## config.mk

```make
export PLATFORM = sky130hd
export DESIGN_NAME = regfile_dump_reader_flat
export DESIGN_NICKNAME = d
export VERILOG_FILES = /design/src/rtl/regfile_dump_reader_if.sv /design/src/rtl/regfile_dump_reader.sv /design/src/flat_wrapper.sv
export SDC_FILE = /design/constraint.sdc
export NUM_CORES = 1
export LEC_CHECK = 0
export ABC_AREA = 1
export BUFFER_PORTS_ARGS = -buffer_cell sky130_fd_sc_hd__clkbuf_2
export CORE_ASPECT_RATIO = 0.5
export CORE_MARGIN = 8
export CORE_UTILIZATION = 52
export DETAILED_ROUTE_END_ITERATION = 10
export PLACE_DENSITY = 0.95
export SKIP_CTS_REPAIR_TIMING = 1
export SYNTH_ARGS = -nofsm -noshare
export SYNTH_HDL_FRONTEND = slang
export SYNTH_SLANG_ARGS = --single-unit
```

## constraint.sdc

```tcl
create_clock -name clk -period 3.39 [get_ports clk]
set_clock_uncertainty 0.15 [all_clocks]
set_input_delay 0.678 -clock clk [delete_from_list [all_inputs] [get_ports clk]]
set_output_delay 0.678 -clock clk [all_outputs]
set_load 0.02 [all_outputs]
```

## src/rtl/regfile_dump_reader_if.sv

```systemverilog
// Bundle of control, register-file read-port and output-stream signals for
// the register-file dump engine. The master side is the dump engine itself;
// the slave side is whatever drives start, answers reads and consumes beats.
interface regfile_dump_reader_if #(
  parameter int DATA_W = 32,
  parameter int ADDR_W = 5
);
  logic              start;
  logic              busy;
  logic              done;
  logic [ADDR_W-1:0] rd_addr1;
  logic [ADDR_W-1:0] rd_addr2;
  logic [DATA_W-1:0] rd_data1;
  logic [DATA_W-1:0] rd_data2;
  logic              out_valid;
  logic              out_ready;
  logic [ADDR_W-1:0] out_index;
  logic [DATA_W-1:0] out_data;

  modport master (
    input  start,
    output busy,
    output done,
    output rd_addr1,
    output rd_addr2,
    input  rd_data1,
    input  rd_data2,
    output out_valid,
    input  out_ready,
    output out_index,
    output out_data
  );

  modport slave (
    output start,
    input  busy,
    input  done,
    input  rd_addr1,
    input  rd_addr2,
    output rd_data1,
    output rd_data2,
    input  out_valid,
    output out_ready,
    input  out_index,
    input  out_data
  );
endinterface

```

## src/rtl/regfile_dump_reader.sv

```systemverilog
// Register-file dump engine: on start, fetches the architectural registers
// two at a time through the register file's read ports and streams them out
// in index order as valid/ready (index, data) beats. Every output is decoded
// from registered state, so neither start nor out_ready reaches an output
// combinationally.
module regfile_dump_reader #(
  parameter int DATA_W = 32,
  parameter int ADDR_W = 5
) (
  input  logic                   clk,
  input  logic                   reset,
  regfile_dump_reader_if.master  dump_if
);

  typedef enum logic [2:0] {
    S_IDLE    = 3'd0,
    S_ISSUE   = 3'd1,
    S_CAPT    = 3'd2,
    S_EMIT_LO = 3'd3,
    S_EMIT_HI = 3'd4,
    S_DONE    = 3'd5
  } state_t;

  localparam int JW = ADDR_W - 1;
  localparam logic [JW-1:0] J_LAST = '1;
  localparam logic [JW-1:0] J_ONE  = {{(JW-1){1'b0}}, 1'b1};

  state_t            state_q, state_d;
  logic [JW-1:0]     j_q, j_d;
  logic [DATA_W-1:0] lo_q, lo_d;
  logic [DATA_W-1:0] hi_q, hi_d;

  // State, pair counter and captured pair; everything clears on reset,
  // including the data buffers, so an aborted dump leaves no stale beat.
  always_ff @(posedge clk) begin
    if (reset) begin
      state_q <= S_IDLE;
      j_q     <= '0;
      lo_q    <= '0;
      hi_q    <= '0;
    end else begin
      state_q <= state_d;
      j_q     <= j_d;
      lo_q    <= lo_d;
      hi_q    <= hi_d;
    end
  end

  // Next-state logic: fetch a pair (ISSUE, CAPT), emit low then high beat,
  // advance to the next pair or finish after the last one.
  always_comb begin
    state_d = state_q;
    j_d     = j_q;
    lo_d    = lo_q;
    hi_d    = hi_q;
    unique case (state_q)
      S_IDLE: begin
        if (dump_if.start) begin
          j_d     = '0;
          state_d = S_ISSUE;
        end
      end
      S_ISSUE: begin
        state_d = S_CAPT;
      end
      S_CAPT: begin
        // Read data reflects the addresses sampled at the ISSUE edge.
        lo_d    = dump_if.rd_data1;
        hi_d    = dump_if.rd_data2;
        state_d = S_EMIT_LO;
      end
      S_EMIT_LO: begin
        if (dump_if.out_ready) begin
          state_d = S_EMIT_HI;
        end
      end
      S_EMIT_HI: begin
        if (dump_if.out_ready) begin
          if (j_q == J_LAST) begin
            state_d = S_DONE;
          end else begin
            j_d     = j_q + J_ONE;
            state_d = S_ISSUE;
          end
        end
      end
      S_DONE: begin
        state_d = S_IDLE;
      end
      default: begin
        state_d = S_IDLE;
      end
    endcase
  end

  // Output decode from registered state; addresses drive the read ports only
  // while a pair is being fetched and sit at zero otherwise.
  always_comb begin
    dump_if.busy      = 1'b0;
    dump_if.done      = 1'b0;
    dump_if.rd_addr1  = '0;
    dump_if.rd_addr2  = '0;
    dump_if.out_valid = 1'b0;
    dump_if.out_index = '0;
    dump_if.out_data  = '0;
    unique case (state_q)
      S_ISSUE, S_CAPT: begin
        dump_if.busy     = 1'b1;
        dump_if.rd_addr1 = {j_q, 1'b0};
        dump_if.rd_addr2 = {j_q, 1'b1};
      end
      S_EMIT_LO: begin
        dump_if.busy      = 1'b1;
        dump_if.out_valid = 1'b1;
        dump_if.out_index = {j_q, 1'b0};
        dump_if.out_data  = lo_q;
      end
      S_EMIT_HI: begin
        dump_if.busy      = 1'b1;
        dump_if.out_valid = 1'b1;
        dump_if.out_index = {j_q, 1'b1};
        dump_if.out_data  = hi_q;
      end
      S_DONE: begin
        dump_if.done = 1'b1;
      end
      default: begin
        dump_if.busy = 1'b0;
      end
    endcase
  end

endmodule

```

## src/flat_wrapper.sv

```systemverilog
// flat-port wrapper written by rule: the top's interface ports become plain ports
module regfile_dump_reader_flat 
#(
  parameter int DATA_W = 32,
  parameter int ADDR_W = 5
)
  (clk, reset, dump_if_start, dump_if_busy, dump_if_done, dump_if_rd_addr1, dump_if_rd_addr2, dump_if_rd_data1, dump_if_rd_data2, dump_if_out_valid, dump_if_out_ready, dump_if_out_index, dump_if_out_data);
  regfile_dump_reader_if #(.DATA_W(DATA_W), .ADDR_W(ADDR_W)) dump_if_i ();
  input  logic clk;
  input  logic reset;
  input wire logic [$bits(dump_if_i.start)-1:0] dump_if_start;
  output wire logic [$bits(dump_if_i.busy)-1:0] dump_if_busy;
  output wire logic [$bits(dump_if_i.done)-1:0] dump_if_done;
  output wire logic [$bits(dump_if_i.rd_addr1)-1:0] dump_if_rd_addr1;
  output wire logic [$bits(dump_if_i.rd_addr2)-1:0] dump_if_rd_addr2;
  input wire logic [$bits(dump_if_i.rd_data1)-1:0] dump_if_rd_data1;
  input wire logic [$bits(dump_if_i.rd_data2)-1:0] dump_if_rd_data2;
  output wire logic [$bits(dump_if_i.out_valid)-1:0] dump_if_out_valid;
  input wire logic [$bits(dump_if_i.out_ready)-1:0] dump_if_out_ready;
  output wire logic [$bits(dump_if_i.out_index)-1:0] dump_if_out_index;
  output wire logic [$bits(dump_if_i.out_data)-1:0] dump_if_out_data;
  assign dump_if_i.start = dump_if_start;
  assign dump_if_busy = dump_if_i.busy;
  assign dump_if_done = dump_if_i.done;
  assign dump_if_rd_addr1 = dump_if_i.rd_addr1;
  assign dump_if_rd_addr2 = dump_if_i.rd_addr2;
  assign dump_if_i.rd_data1 = dump_if_rd_data1;
  assign dump_if_i.rd_data2 = dump_if_rd_data2;
  assign dump_if_out_valid = dump_if_i.out_valid;
  assign dump_if_i.out_ready = dump_if_out_ready;
  assign dump_if_out_index = dump_if_i.out_index;
  assign dump_if_out_data = dump_if_i.out_data;
  regfile_dump_reader #(.DATA_W(DATA_W), .ADDR_W(ADDR_W)) u_core (.clk(clk), .reset(reset), .dump_if(dump_if_i));
endmodule
```

==> flow_results.org, run 1 <==
** Clock network
- For the worst-skew pair, the clock arrives at the later sink with an insertion delay of between 300 and 400 ps.
- Clock edge transition at the registers on the reported setup and hold paths :: approximately 50 ps
- TritonCTS built the clock tree.
- The clock passes through at most 2 buffers.
- In this run the clock root is driven by a sky130_fd_sc_hd__clkbuf_16.
- CTS H-tree depth :: 3
- Buffers inserted during clock tree synthesis total 9.
- The clock net in this run drives a total of 71 sinks.

** Die
- The total area inside the core boundary comes to 5539 um2.
- Height of the die :: 69.80 um
- Die span in x :: about 120 um
- For this configuration, the core starts out at a cell density of 0.5435.
- Area of the die :: between 8000 and 9000 um2
- I/O pin cnt :: 118
- Number of placement rows :: 19

** Power and ir drop
- Leakage power summed over all cells :: roughly 0.0017 uW
- Design Power :: 2973 uW
- Peak supply drop :: 0.0005938 V
- Power spread over the standard cell area amounts to 760.8 nW/um2.

** Route
- The routed design has 8204 um of wire.
- For this block, the via count after detailed routing is 3,061.
- Count of TritonRoute iterations in the first routing pass :: 4
- Once detail routing completed, the nets flagged for antenna violations numbered 0.
- In the final routed layout, each cell accounts on average for ~14 um.
- For this block, the initial DRC count from the detailed router was approximately 230.
- After detailed routing, the number of remaining DRC violations is 0.
- Vias per inst :: around 5.3

** Synthesis
- Synthesis instantiated 18 different standard cells from the library.
- Per-instance average area after synthesis :: 7.397 um2
- Post-synth net total :: about 480
- The most used flip-flop cell after synthesis is sky130_fd_sc_hd__dfxtp_1.
- Share of the yosys chip area belonging to registers :: 0.4722
- Counting flops with an async set or reset pin after synthesis yields a share of 0.
- After synthesis the cells add up to approximately 3000 um2.
- In this run, synthesis produced a sequential element count of 71.
- Yosys warnings :: 0
- Post-synth EDFFs :: 0
- Count of mapped cells out of synthesis :: 407

** Timing
- The number of max-slew violations in the final report came to 0.
- Setup_tns :: 0 ps
- The routed design could run at a clock period as short as 3006 ps.
- Final Hold Violating Endpoints :: 0
- Actual transition at the worst max-transition pin :: between 1000 and 1500 ps
- Setup violations remaining at the end of the flow were counted as 0.
- Based on the critical path, the design can be clocked at up to 332.7 MHz.
- Setup repair after global routing left no endpoint under its margin.
- Slew margin rel. :: 0.2415
- Final cycle utilization of the critical path :: 0.8867

** Placement
- Detailed placement finished with a half-perimeter wire length of 5410 um.
- Including well taps, the total number of placed cells is 567.
- Port buffering added about 120 buffers.
- The congestion estimate from routability-driven global placement came to 0.8561.
- Cell area after placement :: 3567 um2

** Status
- The flow ran to the end, and the final reports show no timing, DRC or antenna violations.

** Flow run
- Max capacitance violation total :: 0

** Global route
- The first global-routing pass estimated 13,430 um of wire.
- GR met1 Demand/Resource :: 0.2112
- For met3 alone, demand over resource in global routing was 0.05605.
- The global routing stage identified its most utilized layer as met2.
- Entering global routing, the biggest net connects 129 pins.
- The via count of the first global-routing pass came to roughly 2,900.
- The initial antenna violation count is 0.
- In the global route stage, overall resource usage came out at 0.1894.
- The total overflow left after global routing is 0.
- Global-route met2 utilization :: 0.3237

** Worst setup path
- The worst setup path is captured at a primary output.
- Worst endpoint required time :: 2560 ps
- The worst setup path is launched from a register.
- Of all nets on the critical path, the largest fanout is 21.
- The setup path with the least slack is of type reg2out.
- STA puts the critical path data arrival time at 2180 ps.

** Layout
- Of the cells placed in the final design, the portion with a size suffix greater than 1 is 0.2706.
- Signed area change from the synthesized netlist to the final layout :: 29.80%
- Final Non-Filler Cells :: 583
- The repair_antennas step left the layout with diodes totalling 0.
- After routing the design area is 3908 um2.
- Layout Nets :: 574

** Hold path
- The tightest min-delay check is of the reg2reg type.
-- through the flow --
stage                     hold WS, ps  setup WS, ps    util
after CTS                       303.4         416.4  0.7054
after detailed placement        294.7         796.7  0.6440
after floorplan                 279.7          1030       -
after global routing            316.4         312.4  0.7054
after global placement          289.8         887.5  0.6440
final                           302.5         384.1  0.7054
-- state kept, by name, indices dropped and copies added (netlist names) --
| name | cells |
|---|---|
| u_core.hi_q | 32 |
| u_core.lo_q | 32 |
| u_core.j_q | 4 |
| u_core.state_q | 3 |
-- Yosys cell counts (3+ instances only) --
cell type,number,area [um2]
sky130_fd_sc_hd__a21oi_1,69,345.3
sky130_fd_sc_hd__nand3_1,12,60.06
sky130_fd_sc_hd__o21ai_0,18,90.09
sky130_fd_sc_hd__inv_1,75,281.5
sky130_fd_sc_hd__o21ai_1,46,230.2
sky130_fd_sc_hd__o22ai_1,32,200.2
sky130_fd_sc_hd__buf_4,6,45.04
sky130_fd_sc_hd__clkbuf_1,8,30.03
sky130_fd_sc_hd__nand4_1,3,18.77
sky130_fd_sc_hd__dfxtp_1,71,1421
sky130_fd_sc_hd__buf_2,19,95.09
sky130_fd_sc_hd__nor2_1,19,71.32
sky130_fd_sc_hd__inv_2,3,11.26
sky130_fd_sc_hd__nand2_1,22,82.58
-- cells by family (layout without fill, tap and decap cells) --
family,after synthesis,after routing,share of synthesized area
AO/OA/AOI/OAI,165,165,0.2876
buffers and inverters,111,214,0.1538
flip-flops,71,71,0.4722
AND/OR/NAND/NOR,58,58,0.08105
adder cells (fa/ha/maj),1,1,0.004156
other,1,1,0.001246
-- critical path: stages, from the launching register on --
cell and delay [ps]:
sky130_fd_sc_hd__dfxtp_1 480, sky130_fd_sc_hd__nand3_1 570, sky130_fd_sc_hd__buf_12 390, sky130_fd_sc_hd__o22ai_1 200
sky130_fd_sc_hd__clkbuf_2 210
-- cell type report --
class / instances / area (um2)
Fill cell: 436 / 1632
Sequential cell: 71 / 1421
Multi-Input combinational cell: 225 / 1139
Timing Repair Buffer: 120 / 623.1
Inverter: 78 / 292.8
Clock buffer: 13 / 250.2
Tap cell: 73 / 91.34
Clock inverter: 3 / 90.09
-- routing by layer --
| layer | share of wire | up-vias |
|---|---|---|
| li1 | - | 1544 |
| met1 | 0.41 | 1391 |
| met5 | 0 | - |
| met2 | 0.50 | 110 |
| met3 | 0.069 | 16 |
| met4 | 0.021 | 0 |
-- worst paths after layout --
| kind | startpoint | end | slack [ps] | depth (start not counted) |
|---|---|---|---|---|
| hold / removal | u_core.hi_q[8] | u_core.hi_q[8] | 300 | 2 |
| hold reg to reg | u_core.hi_q[8] | u_core.hi_q[8] | 300 | 2 |
| setup / recovery | u_core.state_q[1] | dump_if_out_data[31] | 380 | 4 |
| setup reg to reg | u_core.state_q[2] | u_core.hi_q[1] | 1230 | 5 |
-- cell usage in the layout, fill, tap and decap left out, drive strengths merged --
master,Yosys,final
buf,25,4
ha,1,1
o22ai,32,32
clkbuf,8,129
inv,78,78
o21ai,64,64
bufinv,0,3
nor2,20,20
nand4,3,3
nand3,12,12
nand2,22,22
conb,1,1
nor3,1,1
a21oi,69,69
dfxtp,71,71
-- report_power, final --
group	switching [uW]	internal, uW
clock	320	739
sequential	81.9	1040
combinational	538	255
Note: power is estimated with default switching activity, not from simulation.
==> run 2: changes to the inputs <==
clock period = 3.5 ns   (was 3.39 ns; I/O delays follow)
==> flow_results.org, run 2 (synthesis results as in run 1) <==
** Power and ir drop
- Power density over cell area :: 710.3 nW/um2 (was 760.8 nW/um2)
- Design Power :: 2737 uW (was 2973 uW)
- The peak supply drop came to 0.0006023 V (was 0.0005938 V).
- Leakage power summed over all cells :: 0.001700 uW (was 0.001726 uW)

** Global route
- The wire length of the first global-routing pass is 12,800 um (was 13,430 um).
- Remaining global-route overflow :: 0 (unchanged)
- Number of antenna violations at the first check in global routing :: 0 (unchanged)
- Combined global-route utilization of all metal layers :: 0.1804 (was 0.1894)
- Number of global-route vias before repair :: 2,925 (was 2,874)
- The largest net degree at the start of global routing was 129 (unchanged).

** Die
- The total core area is 5539 um2 (unchanged).
- The floorplan row count is 19 (unchanged).
- The floorplan die height was 69.80 um (unchanged).
- Starting Density :: 0.5435 (unchanged)
- Die span in x :: 123.6 um (unchanged)
- The top-level port count came to 118 (unchanged).
- The die outline area came to 8628 um2 (unchanged).

** Timing
- Setup repair after global routing missed its margin: false (unchanged).
- Max Fclk :: roughly 340 MHz
- The transition at the pin with the smallest max-transition slack was 1125 ps (was 1138 ps).
- Final Hold Violating Endpoints :: 0 (unchanged)
- Number of slew-limit violations in the final report :: 0 (unchanged)
- Slew margin rel. :: 0.2501 (was 0.2415)
- Final critical path time including I/O delays and setup :: 2970 ps
- Of the available clock period, the critical path in the final layout requires 0.8485.
- Final setup violation count :: 0 (unchanged)
- Setup_tns :: 0 ps (unchanged)

** Layout
- Ant diodes :: 0 (unchanged)
- The footprint of the flip-flops and latches is 1421 um2 (unchanged).
- Fraction of final layout cells with drive strength greater than 1 :: 0.2731 (was 0.2706)
- The synthesis-to-layout area growth is 28.01% (was 29.80%).
- Most common cell after layout, fill and taps aside :: sky130_fd_sc_hd__clkbuf_2 (unchanged)
- The multi-input combinational cell area came to 1139 um2 (unchanged).
- Layout Nets :: 574 (unchanged)
- The total of fill cells in the finished design was 447 (was 436).
- Top Registers :: u_core.hi_q x32, u_core.lo_q x32, u_core.j_q x4 (unchanged)
- Fin area :: 3854 um2 (was 3908 um2)
- Commonest non-fill, non-tap cells in the layout :: 116 x sky130_fd_sc_hd__clkbuf_2, 75 x sky130_fd_sc_hd__inv_1, 71 x sky130_fd_sc_hd__dfxtp_1 (unchanged)
- Final standard cell utilization of the core :: 0.6957 (was 0.7054)

** Route
- The number of remaining DRC errors was 0 (unchanged).
- The total wire length came to 7928 um (was 8204 um).
- Count of TritonRoute iterations in the first routing pass :: 4 (unchanged)
- The number of vias per cell came to 5.125 (was 5.250).
- Wire per inst :: 13.62 um (was 14.07 um)
- The first-iteration detailed-routing DRC count came to 210 (was 229).
- ANT nets after route :: 0 (unchanged)
- Via count :: 2,983 (was 3,061)

** Clock network
- The number of H-tree levels is 3 (unchanged).
- The post-CTS clock slew at the launch and capture registers of the worst setup and hold paths came to 50 ps (about the same).
- Clock insertion delay at the later pin of the skew report :: 320 ps (about the same)
- The TritonCTS sink count is 71 (unchanged).
- The root buffer cell is sky130_fd_sc_hd__clkbuf_16 (unchanged).
- Number of buffers added by the clock tree synthesis step :: 9 (unchanged)
- CTS tree :: done (unchanged)
- The clock tree buffer depth is 2 (unchanged).

** Worst setup path
- CP max-delay cell :: sky130_fd_sc_hd__nand3_1 (unchanged)
- The gate family responsible for the most delay along the worst path is buffers and inverters (unchanged).
- Data arrival time of the critical path :: 2120 ps (was 2180 ps)
- Slowest stage delay, CP :: 510 ps (was 570 ps)
- The category of the worst setup path capture point is a primary output (unchanged).
- Bufs and invs on worst path :: 2 (unchanged)
- Kind of start point of the critical path :: register (unchanged)
- The critical path class was reg2out (unchanged).
- Critical path peak fanout :: 21 (unchanged)
- Cells along the critical path :: nand3_1 > buf_4 > o22ai_1 > clkbuf_2 (was nand3_1 > buf_12 > o22ai_1 > clkbuf_2)
- Worst endpoint required time :: 2650 ps (was 2560 ps)

** Placement
- The standard cell area after detailed placement came to 3555 um2 (was 3567 um2).
- Detail Placement HPWL :: 5478 um (was 5410 um)
- Number of port buffers :: 116 (unchanged)
- The global placement routability congestion is 0.8608 (was 0.8561).

** Hold path
- The worst hold-check path type is reg2reg (unchanged).

** Status
- Status :: completed (unchanged)

** Flow run
- The max-capacitance violation count was 0 (unchanged).
==> run 2: changes by cell type in the layout (fill, tap and decap cells not counted), sizes merged <==
cell	previous run	this run
bufinv	3	1
clkbuf	129	128
clkinv	0	1
clkinvlp	0	1
==> run 2: layout make-up <==
| class | instances | share of cell area |
|---|---|---|
| Clock buffer | 12 | 0.06656 |
| Multi-Input combinational cell | 225 | 0.2955 |
| Sequential cell | 71 | 0.3688 |
| Timing Repair Buffer | 120 | 0.1584 |
| Clock inverter | 3 | 0.01104 |
| Tap cell | 73 | 0.02370 |
| Inverter | 78 | 0.07597 |
==> run 2: worst paths after layout <==
check	from	endpoint	slack (ps)	cells past startpoint
min reg2reg	u_core.hi_q[12]	u_core.hi_q[12]	300	2
max reg2reg	u_core.state_q[2]	u_core.hi_q[21]	1380	5
max	u_core.state_q[1]	dump_if_out_data[0]	530	4
min	u_core.hi_q[12]	u_core.hi_q[12]	300	2
==> run 2: per-stage QoR <==
| step | cells | worst slack (ps) | hold WS [ps] |
|---|---|---|---|
| 2_1_floorplan | 407 | 1118 | 279.7 |
| 3_3_place_gp | 567 | 975.8 | 289.7 |
| 4_1_cts | 582 | 558.6 | 304.4 |
| 6_report | 582 | 530.2 | 303.0 |
| 5_1_grt | 582 | 452.6 | 318.2 |
| 3_5_place_dp | 567 | 884.2 | 296.8 |
==> run 2: per-layer routing <==
metal,vias to the layer above,track usage,share of wire
li1,1540,-,-
met1,1326,0.1858,0.40
met2,104,0.3290,0.51
met3,13,0.06093,0.080
met4,0,0.06623,0.015
met5,-,0,0
==> run 2: where the power goes <==
group          switching, uW  internal (uW)  leakage, uW
clock                    309            585     0.000145
sequential              78.8           1010     0.000580
combinational            515            243     0.000976
==> run 2: worst reg2reg max path, delay by kind of cell, from the launching register on <==
kind	cells	cell delay [ps]
compound gates	2	450
buf+inv	2	940
flops	1	410
simple gates	1	70
==> run 3: changes to the inputs <==
ABC_AREA = 0   (was 1)
CORE_UTILIZATION = 49   (was 52)
PLACE_DENSITY = 0.9   (was 0.95)
clock period = 2.9 ns   (was 3.5 ns; I/O delays follow)
==> flow_results.org, run 3 <==
** Status
- Status: completed (unchanged).

** Hold path
- The worst hold-check path type is reg2reg (unchanged).
- The worst hold path cell count came to 2 (unchanged).
- End point of the most critical hold path :: u_core.lo_q[6] (was u_core.hi_q[12])
- The critical hold path startpoint was u_core.lo_q[6] (was u_core.hi_q[12]).

** Synthesis
- The library cell with the largest summed area after synthesis is sky130_fd_sc_hd__dfxtp_1 (unchanged).
- Area fraction of the dominant cell type after synthesis :: 0.4546 (was 0.4722)
- Share of the yosys chip area belonging to registers :: 0.4546 (was 0.4722)
- Post-synthesis instance area :: 3127 um2 (was 3010 um2)
- The number of warnings reported in the yosys synthesis log came to 0 (unchanged).
- Leading cell types by total area after synthesis: sky130_fd_sc_hd__dfxtp_1 45%, sky130_fd_sc_hd__nand2_1 16%, sky130_fd_sc_hd__a21oi_1 11% (was sky130_fd_sc_hd__dfxtp_1 47%, sky130_fd_sc_hd__a21oi_1 11%, sky130_fd_sc_hd__inv_1 9.4%).
- The count of flip-flops with a built-in enable after synthesis is 0 (unchanged).
- Cell with the most instances after synthesis :: sky130_fd_sc_hd__nand2_1 (was sky130_fd_sc_hd__inv_1)
- Number of distinct standard cells referenced by the synthesized netlist :: 39 (was 18)
- Most instantiated flip-flop cell in the synthesis netlist :: sky130_fd_sc_hd__dfxtp_1 (unchanged)
- Per-instance average area after synthesis :: 8.079 um2 (was 7.397 um2)
- The post-synth net total is 456 (was 476).
- Share of synthesized registers carrying an async set or reset :: 0 (unchanged)
- The synthesized flop and latch total came to 71 (unchanged).
- Cell types with the highest counts after synthesis: 133 x sky130_fd_sc_hd__nand2_1, 71 x sky130_fd_sc_hd__dfxtp_1, 66 x sky130_fd_sc_hd__a21oi_1 (was 75 x sky130_fd_sc_hd__inv_1, 71 x sky130_fd_sc_hd__dfxtp_1, 69 x sky130_fd_sc_hd__a21oi_1).
- Count of mapped cells out of synthesis :: 387 (was 407)

** Clock network
- The latest clock arrival within the worst-skew pair came to 320 ps (about the same).
- The CTS tree is done (unchanged).
- The post-CTS clock slew at the launch and capture registers of the worst setup and hold paths came to 50 ps (about the same).
- Clock tree root driver cell :: sky130_fd_sc_hd__clkbuf_16 (unchanged)
- Number of sinks on the clock net :: 71 (unchanged)
- The number of buffers created by CTS came to 9 (unchanged).
- Maximum clock path buffer count :: 2 (unchanged)
- The number of H-tree levels was 3 (unchanged).

** Die
- I/O pin cnt :: 118 (unchanged)
- The die outline area was 9348 um2 (was 8628 um2).
- Number of placement rows :: 20 (was 19)
- Starting Density :: 0.5121 (was 0.5435)
- Die span in x :: 129.0 um (was 123.6 um)
- Area of the core :: 6106 um2 (was 5539 um2)
- The floorplan die height came to 72.49 um (was 69.80 um).

** Worst setup path
- The peak fanout along the critical path is 14 (was 21).
- Worst reg2reg startpoint :: u_core.state_q[1] (was u_core.state_q[2])
- Worst Reg2Reg Path Length in Cells :: 4 (was 5)
- Data arrival time of the critical path :: 1960 ps (was 2120 ps)
- The category of the worst setup path capture point is a primary output (unchanged).
- The data required time of the critical path came to 2170 ps (was 2650 ps).
- The end of the worst register-to-register path was u_core.hi_q[7] (was u_core.hi_q[21]).
- Worst setup path class :: reg2out (unchanged)
- Kind of start point of the critical path :: register (unchanged)
- The reg-to-reg setup timing slack was 870 ps (was 1380 ps).

** Route
- The number of vias per cell was 5.153 (was 5.125).
- The total number of vias came to 2,989 (was 2,983).
- The number of remaining DRC errors is 0 (unchanged).
- The first-iteration detailed-routing DRC count is 145 (was 210).
- The detailed-route wire length per cell came to 14.61 um (was 13.62 um).
- The sum of met3 wire segment lengths after detailed routing came to 589 um (was 631 um).
- The topmost layer with routed signal wires was met4 (unchanged).
- The wire length on met2 came to 4369 um (was 4044 um).
- Count of TritonRoute iterations in the first routing pass :: 4 (unchanged)
- Total length of routed wires :: 8472 um (was 7928 um)
- ANT nets after route :: 0 (unchanged)
- The routed length on met1 came to 3299 um (was 3133 um).

** Layout
- Top Registers :: u_core.hi_q x32, u_core.lo_q x32, u_core.j_q x4 (unchanged)
- Ant diodes :: 0 (unchanged)
- Final standard cell utilization of the core :: 0.6465 (was 0.6957)
- The share of final-layout standard cells stronger than drive strength 1 is 0.3008 (was 0.2731).
- The most common cell after layout, fill and taps aside is sky130_fd_sc_hd__nand2_1 (was sky130_fd_sc_hd__clkbuf_2).
- Layout Nets :: 557 (was 574)
- Signed area change from the synthesized netlist to the final layout :: 26.25% (was 28.01%)
- The post-route cell area was 3948 um2 (was 3854 um2).
- Commonest non-fill, non-tap cells in the layout: 133 x sky130_fd_sc_hd__nand2_1, 116 x sky130_fd_sc_hd__clkbuf_2, 71 x sky130_fd_sc_hd__dfxtp_1 (was 116 x sky130_fd_sc_hd__clkbuf_2, 75 x sky130_fd_sc_hd__inv_1, 71 x sky130_fd_sc_hd__dfxtp_1).

** Timing
- The final count of negative-setup-slack endpoints came to 0 (unchanged).
- Final Hold Violating Endpoints :: 0 (unchanged)
- The worst path needs roughly 2700 ps of the cycle, external delays included.
- Max Fclk :: approximately 370 MHz
- The transition at the pin with the smallest max-transition slack came to 630.2 ps (was 1125 ps).
- The number of max-slew violations in the final report was 0 (unchanged).
- The total negative setup slack came to 0 ps (unchanged).
- Setup repair after global routing missed its margin: false (unchanged).
- The relative slew slack was 0.5799 (was 0.2501).
- In the finished design, the share of the clock period the worst path needs comes to 0.9293.

** Global route
- The via count of the first global-routing pass is 2,935 (was 2,925).
- The wire length of the first global-routing pass is 13,660 um (was 12,800 um).
- The initial antenna violation count was 0 (unchanged).
- Combined global-route utilization of all metal layers :: 0.1815 (was 0.1804)
- The largest net degree at the start of global routing is 65 (was 129).
- The final global-route overflow total came to 0 (unchanged).

** Placement
- The HPWL after detailed placement came to 6043 um (was 5478 um).
- The standard cell area after detailed placement came to 3641 um2 (was 3555 um2).
- Number of port buffers :: 116 (unchanged)
- The global placement routability congestion came to 0.7877 (was 0.8608).

** Power and ir drop
- The peak supply drop is 0.0003643 V (was 0.0006023 V).
- Design Power :: 2733 uW (was 2737 uW)
- Power density over cell area :: 692.3 nW/um2 (was 710.3 nW/um2)
- The leakage power summed over all cells was 0.001681 uW (was 0.001700 uW).

** Flow run
- Max capacitance violation total :: 0 (unchanged)
[run 3: changes by cell type in the layout (fill, tap and decap cells not counted), moves of 8 or more]
cell                      delta
sky130_fd_sc_hd__inv_1      -72
sky130_fd_sc_hd__and2_1      +8
sky130_fd_sc_hd__nand2_1   +111
sky130_fd_sc_hd__nand3_1    -10
sky130_fd_sc_hd__o22ai_1    -31
sky130_fd_sc_hd__o21ai_1    -45
sky130_fd_sc_hd__nor2_1     -17
sky130_fd_sc_hd__a22o_1     +32
sky130_fd_sc_hd__o21ai_0    -17
[run 3: worst max-delay path, cell delays in order, from the launching register on]
cell and delay [ps]:
sky130_fd_sc_hd__dfxtp_1 590, sky130_fd_sc_hd__nor3b_4 390, sky130_fd_sc_hd__buf_4 280, sky130_fd_sc_hd__a22o_1 200, sky130_fd_sc_hd__clkbuf_2 180
[run 3: metrics by stage]
step | worst slack [ps] | std cells | hold WS (ps)
6_report | 205.1 | 580 | 304.0
5_1_grt | 63.10 | 580 | 309.9
4_1_cts | 131.8 | 577 | 302.2
3_5_place_dp | 482.7 | 562 | 296.8
3_3_place_gp | 558.9 | 562 | 291.8
2_1_floorplan | 684.2 | 387 | 286.0
[run 3: cell families after synthesis]
family	Yosys count	synth area share
flip-flops	71	0.4546
buffers and inverters	40	0.08484
XOR/XNOR	2	0.005603
adder cells (fa/ha/maj)	1	0.004001
other	1	0.001199
multiplexers	1	0.004801
AO/OA/AOI/OAI	113	0.2317
AND/OR/NAND/NOR	158	0.2133
[run 3: how the worst max path moves through the flow]
stage / startpoint / end / slack, ps / cells past startpoint
after floorplan: u_core.state_q[0] / dump_if_rd_addr2[1] / 680 / 5
after global placement: u_core.state_q[2] / dump_if_out_data[1] / 560 / 4
after detailed placement: u_core.state_q[2] / dump_if_out_data[25] / 480 / 4
after CTS: u_core.state_q[2] / dump_if_out_data[14] / 130 / 4
after global routing: u_core.state_q[2] / dump_if_out_data[14] / 60 / 4
final: u_core.state_q[2] / dump_if_out_data[1] / 210 / 4
[run 3: layer usage]
layer | global-route usage | up-vias
met5 | 0 | -
met4 | 0.1019 | 0
met3 | 0.05994 | 19
met2 | 0.3220 | 80
met1 | 0.1880 | 1385
li1 | - | 1505
[run 3: power by group]
group | total, uW | internal [uW] | switching, uW
sequential | 1160 | 1080 | 81.8
clock | 1020 | 640 | 383
combinational | 546 | 207 | 339
[run 3: final cells by class]
cell class | count | area [um2]
fill | 562 | 2158
multi-input combinational | 276 | 1445
sequential | 71 | 1421
timing repair buffer | 127 | 675.6
clock buffer | 12 | 266.5
tap | 88 | 110.1
clock inverter | 3 | 17.52
inverter | 3 | 11.26
